--- src/rtl/regfile_writeback_pkg.sv ---
// Shared processor types for the register-file write-back stage.
// Holds register geometry plus the buffered-write entry and source encodings.
package regfile_writeback_pkg;

  localparam int REGISTER_ADDRESS_BITS = 5;
  localparam int REGISTER_DATA_BITS    = 32;

  typedef struct packed {
    logic [REGISTER_ADDRESS_BITS-1:0] addr;
    logic [REGISTER_DATA_BITS-1:0]    data;
  } wb_entry_t;

  typedef enum logic {
    WB_SRC_ALU = 1'b0,
    WB_SRC_MEM = 1'b1
  } wb_src_e;

endpackage

--- src/rtl/regfile_writeback_fifo.sv ---
// wb_fifo: synchronous FIFO of write-back entries with count and head view.
// With REGFILE_WB_PENDING_EN defined it also exposes every slot and its valid bit.
module wb_fifo
  import regfile_writeback_pkg::*;
#(
  parameter int DEPTH = 4
) (
  input  logic                     clk,
  input  logic                     reset,
  input  logic                     push,
  input  wb_entry_t                push_entry,
  input  logic                     pop,
  output wb_entry_t                head,
  output logic                     full,
  output logic                     empty,
  output logic [$clog2(DEPTH):0]   count
`ifdef REGFILE_WB_PENDING_EN
  ,
  output wb_entry_t [DEPTH-1:0]    entries,
  output logic [DEPTH-1:0]         entry_valid
`endif
);

  localparam int PTR_W = $clog2(DEPTH);

  wb_entry_t        slots [DEPTH];
  logic [PTR_W-1:0] wr_ptr;
  logic [PTR_W-1:0] rd_ptr;
  logic             do_push;
  logic             do_pop;

  assign full    = (count == (PTR_W+1)'(DEPTH));
  assign empty   = (count == '0);
  assign do_push = push && !full;
  assign do_pop  = pop && !empty;
  assign head    = slots[rd_ptr];

  always_ff @(posedge clk or negedge reset) begin
    if (!reset) begin
      wr_ptr <= '0;
      rd_ptr <= '0;
      count  <= '0;
    end else begin
      if (do_push) wr_ptr <= wr_ptr + PTR_W'(1);
      if (do_pop)  rd_ptr <= rd_ptr + PTR_W'(1);
      case ({do_push, do_pop})
        2'b10:   count <= count + (PTR_W+1)'(1);
        2'b01:   count <= count - (PTR_W+1)'(1);
        default: count <= count;
      endcase
    end
  end

  // Storage needs no reset: validity is tracked purely by pointers and count.
  always_ff @(posedge clk) begin
    if (do_push) slots[wr_ptr] <= push_entry;
  end

`ifdef REGFILE_WB_PENDING_EN
  always_comb begin
    logic [PTR_W-1:0] offs;
    offs        = '0;
    entries     = '0;
    entry_valid = '0;
    for (int i = 0; i < DEPTH; i++) begin
      offs           = PTR_W'(i) - rd_ptr;
      entries[i]     = slots[i];
      entry_valid[i] = ({1'b0, offs} < count);
    end
  end
`endif

endmodule

--- src/rtl/regfile_writeback.sv ---
// Write-back stage: arbitrates ALU/load results into a FIFO and drains one register write per cycle.
// Optional read-after-write pending outputs are built when REGFILE_WB_PENDING_EN is defined.
module regfile_writeback
  import regfile_writeback_pkg::*;
#(
  parameter int FIFO_DEPTH   = 4,
  parameter int STARVE_LIMIT = 3
) (
  input  logic                             clk,
  input  logic                             reset,
  input  logic                             alu_valid,
  input  logic [REGISTER_ADDRESS_BITS-1:0] alu_addr,
  input  logic [REGISTER_DATA_BITS-1:0]    alu_data,
  output logic                             alu_ready,
  input  logic                             mem_valid,
  input  logic [REGISTER_ADDRESS_BITS-1:0] mem_addr,
  input  logic [REGISTER_DATA_BITS-1:0]    mem_data,
  output logic                             mem_ready,
  input  logic                             wr_hold,
  output logic [REGISTER_ADDRESS_BITS-1:0] wr_addr,
  output logic                             wr_enable,
  output logic [REGISTER_DATA_BITS-1:0]    wr_data
`ifdef REGFILE_WB_PENDING_EN
  ,
  input  logic [REGISTER_ADDRESS_BITS-1:0] rd0_addr,
  input  logic [REGISTER_ADDRESS_BITS-1:0] rd1_addr,
  output logic                             rd0_pending,
  output logic                             rd1_pending
`endif
);

  localparam int CNT_W    = $clog2(FIFO_DEPTH) + 1;
  localparam int STARVE_W = $clog2(STARVE_LIMIT + 1);

  logic [CNT_W-1:0]    count;
  logic                full;
  logic                empty;
  logic                can_accept;
  logic                grant_valid;
  wb_src_e             grant_src;
  wb_entry_t           push_entry;
  wb_entry_t           head;
  logic [STARVE_W-1:0] starve_cnt;

`ifdef REGFILE_WB_PENDING_EN
  wb_entry_t [FIFO_DEPTH-1:0] entries;
  logic [FIFO_DEPTH-1:0]      entry_valid;
`endif

  // A full FIFO accepts nothing even on a draining cycle (no pass-through path).
  assign can_accept = reset && (count < CNT_W'(FIFO_DEPTH));

  always_comb begin
    grant_valid = 1'b0;
    grant_src   = WB_SRC_MEM;
    if (can_accept) begin
      if (mem_valid && alu_valid) begin
        grant_valid = 1'b1;
        grant_src   = (starve_cnt == STARVE_W'(STARVE_LIMIT)) ? WB_SRC_ALU : WB_SRC_MEM;
      end else if (mem_valid) begin
        grant_valid = 1'b1;
        grant_src   = WB_SRC_MEM;
      end else if (alu_valid) begin
        grant_valid = 1'b1;
        grant_src   = WB_SRC_ALU;
      end
    end
  end

  assign alu_ready = grant_valid && (grant_src == WB_SRC_ALU);
  assign mem_ready = grant_valid && (grant_src == WB_SRC_MEM);

  always_comb begin
    push_entry      = '0;
    push_entry.addr = (grant_src == WB_SRC_ALU) ? alu_addr : mem_addr;
    push_entry.data = (grant_src == WB_SRC_ALU) ? alu_data : mem_data;
  end

  always_ff @(posedge clk or negedge reset) begin
    if (!reset) begin
      starve_cnt <= '0;
    end else if (full) begin
      starve_cnt <= starve_cnt;
    end else if (!alu_valid || alu_ready) begin
      starve_cnt <= '0;
    end else if (mem_ready && (starve_cnt != STARVE_W'(STARVE_LIMIT))) begin
      starve_cnt <= starve_cnt + STARVE_W'(1);
    end
  end

  wb_fifo #(
    .DEPTH (FIFO_DEPTH)
  ) u_fifo (
    .clk        (clk),
    .reset      (reset),
    .push       (grant_valid),
    .push_entry (push_entry),
    .pop        (wr_enable),
    .head       (head),
    .full       (full),
    .empty      (empty),
    .count      (count)
`ifdef REGFILE_WB_PENDING_EN
    ,
    .entries     (entries),
    .entry_valid (entry_valid)
`endif
  );

  assign wr_enable = reset && !empty && !wr_hold;
  assign wr_addr   = (reset && !empty) ? head.addr : '0;
  assign wr_data   = (reset && !empty) ? head.data : '0;

`ifdef REGFILE_WB_PENDING_EN
  // The head entry counts as pending even on the cycle it is being written.
  always_comb begin
    rd0_pending = 1'b0;
    rd1_pending = 1'b0;
    for (int i = 0; i < FIFO_DEPTH; i++) begin
      if (entry_valid[i] && (entries[i].addr == rd0_addr)) rd0_pending = 1'b1;
      if (entry_valid[i] && (entries[i].addr == rd1_addr)) rd1_pending = 1'b1;
    end
    if (!reset) begin
      rd0_pending = 1'b0;
      rd1_pending = 1'b0;
    end
  end
`endif

endmodule

--- config.mk ---
export PLATFORM = sky130hd
export DESIGN_NAME = regfile_writeback
export DESIGN_NICKNAME = d
export VERILOG_FILES = /design/src/rtl/regfile_writeback_pkg.sv /design/src/rtl/regfile_writeback_fifo.sv /design/src/rtl/regfile_writeback.sv
export SDC_FILE = /design/constraint.sdc
export NUM_CORES = 1
export LEC_CHECK = 0
export CORE_UTILIZATION = 65
export CTS_CLUSTER_DIAMETER = 100
export DETAILED_ROUTE_END_ITERATION = 8
export DONT_BUFFER_PORTS = 1
export GPL_TIMING_DRIVEN = 0
export MAX_ROUTING_LAYER = met4
export PLACE_DENSITY = 0.81
export SLEW_MARGIN = 5
export SYNTH_ARGS = -nofsm -noshare
export SYNTH_HDL_FRONTEND = slang
export SYNTH_SLANG_ARGS = --single-unit
--- constraint.sdc ---
create_clock -name clk -period 5.1 [get_ports clk]
set_input_delay 0.765 -clock clk [delete_from_list [all_inputs] [get_ports clk]]
set_output_delay 0.765 -clock clk [all_outputs]
set_load 0.02 [all_outputs]
==> metrics <==
clk buf depth 2; setup TNS 0 ns; worst-margin pin slew about 0.64 ns; Top FF cell, synth edfxtp_1; Switching Share roughly 28%; antenna viol nets, final 0; Slew HR between 50% and 60%; Comb pwr share a little over a quarter; GRT overflow 0; height of the die around 100 µm; CTS H-tree lvls 4; via/cell ratio about 6.1; sequential share of power between 40% and 50%; area grow syn2layout 12.84%; CTS sink cnt between 150 and 200; Max FO, Critical Path 10; Pint between 2000 and 3000 µW; commonest non-fill, non-tap cells in the layout edfxtp_1 (148), nor2b_1 (39), mux4_2 (37), mux2_4 (19), mux2_1 (19); fin cells 495; Inst Count DP around 470; Finished Core Util between 70% and 80%; antenna violations before repair 0; Peak Freq between 300 and 400 MHz; Netlist cell types 27; critical path type reg -> out; Syn Nets 414; P per Cell Area about 540 nW/µm²; register bit total from synthesis approximately 160; element type at the critical path end output port; Root Buffer clkbuf_8; # IOs between 100 and 150; Final Hold Slack 0.4146 ns; 1st-pass router iterations 4; min cycle time layout around 3 ns; Setup Skew ~0.0076 ns; first-pass GRT wire length 16970 µm; GRT Total Usage around a quarter; # fillers 525; final setup fails 0; clk_lat worst skew between 0.5 and 0.6 ns; number of global-route vias before repair 3146; register area about 4700 µm²; Die Width a little over 100 µm; Crit path required time between 4 and 5 ns; global placement routability congestion 0.7496; CTS buffer count 17; CP Launch Type flip-flop; type of the worst min-delay path in -> reg; hpwl dp between 6000 and 7000 µm; FFs w/ async S/R, synth under 10%; RSZ-0062 raised after global routing no; Max-Cap Viols 0; final worst path period share roughly 60%; port buffer count 0; Final Max Slew Viols 0; Routed Wire Length ~11000 µm; drt initial violations about 140; Leakage Power 0.002535 µW; Gate Count Post-Synth approximately 330; largest net degree at the start of global routing 26; fraction of the yosys area taken by sequential cells a little over two thirds; synthesized cell area roughly 6700 µm²; outcome complete, no violations; wire per inst approximately 23 µm; most common cell after layout, fill and taps aside edfxtp_1; # rows 36; layout cell share with drive strength beyond 1 27.90%; # diodes 0; Avg Synthesized Cell Area 20.32 µm²; # DRC 0; Post-CTS Setup Bufs 0; Post-synth EDFFs about 150; # nets final around 440; Core Area roughly 9900 µm²; Final Hold Vio Count 0; Ys Warns 0; peak supply drop around 0.00026 V; CTS tree built; cts repair resizes 0; NetSw 1118 µW; routed via count a little over 3000; die area approximately 11000 µm²; hold buffer count at CTS 1; area of the multi-input gates 1863 µm²; WP data arrival ~2.3 ns; Clock power frac a little under a third; clock slew at reported path FFs around 0.06 ns; Starting Density just under 70%
[worst max-delay path, cell delays in order, from the launching register on]
cell and delay [ns]:
dfrtp_1 0.46, o31ai_1 0.53, clkbuf_1 0.50, nor2b_1 0.24
[power by group through the flow]
stage	clock [µW]	combinational (µW)	sequential, µW
after global routing	1350	1200	1680
after global placement	0	1070	1680
final	1270	1110	1670
after floorplan	0	906	1670
after detailed placement	0	1120	1690
after CTS	1290	1130	1660
[registers in the layout (all words and copies together), names as in the netlist]
| signal | cells |
|---|---|
| starve_cnt | 2 |
| u_fifo.count | 3 |
| u_fifo.rd_ptr | 2 |
| u_fifo.slots | 148 |
| u_fifo.wr_ptr | 2 |
[cells by family (layout without fill, tap and decap cells)]
logic type	Yosys count	in the layout	share of synthesized area [%]
AOI/OAI and AO/OA	6	6	0.6758
xor gates and xnor gates	6	6	0.7884
adders and majority gates	7	7	1.427
buffers and inverters	23	57	2.065
DFF	157	157	70.06
muxes	76	76	20.14
and+or+nand+nor	53	53	4.843
[Yosys cell counts, drive strengths merged, types with 2 or more instances]
master / n / area share (%)
inv: 7 / 0.39
ha: 6 / 1.1
o221ai: 2 / 0.26
mux2: 38 / 7.5
nor2b: 39 / 3.7
xnor2: 2 / 0.26
o31ai: 2 / 0.23
nor3b: 2 / 0.23
nor2: 4 / 0.23
xor2: 4 / 0.53
edfxtp: 148 / 67
clkbuf: 4 / 0.23
and2: 4 / 0.38
buf: 12 / 1.4
dfrtp: 9 / 3.4
mux4: 37 / 13
[per-stage QoR]
step / setup WS, ns / instance area [µm²] / power, µW
detailed placement: 2.567 / 6917 / 2801
floorplan: 2.623 / 6665 / 2578
global placement: 1.939 / 6832 / 2754
finish: 2.089 / 7521 / 4046
CTS: 2.047 / 7521 / 4085
global route: 1.933 / 7521 / 4219
[per-layer routing]
metal | track usage (%) | vias to the layer above | part of all wire (%)
li1 | - | 1346 | -
met2 | 39.90 | 133 | 54
met4 | 7.367 | 0 | 0.40
met1 | 28.51 | 1556 | 39
met3 | 7.796 | 4 | 6.6
met5 | - | - | 0
[area by class of cell]
type                            instances  area share [%]
Multi-Input combinational cell        148           24.77
Timing Repair Buffer                    5           1.198
Sequential cell                       157           62.09
Buffer                                 16           1.481
Clock buffer                           19           5.606
Clock inverter                         10           2.296
Inverter                                7          0.3494
Tap cell                              133           2.213
[worst paths after layout]
check | from | end | slack (ns) | depth (start not counted)
max in group asynchronous | reset | u_fifo.rd_ptr[1]$_DFFE_PN0P_ | 4.12 | 1
min reg2reg | starve_cnt[0]$_DFFE_PN0P_ | starve_cnt[0]$_DFFE_PN0P_ | 0.50 | 1
min | alu_valid | starve_cnt[1]$_DFFE_PN0P_ | 0.41 | 2
max reg2reg | u_fifo.count[2]$_DFFE_PN0P_ | u_fifo.count[2]$_DFFE_PN0P_ | 2.72 | 9
max | u_fifo.count[2]$_DFFE_PN0P_ | wr_data[22] | 2.09 | 3
min in group asynchronous | reset | u_fifo.wr_ptr[0]$_DFFE_PN0P_ | 0.65 | 1
Note: power is estimated with default switching activity, not from simulation.
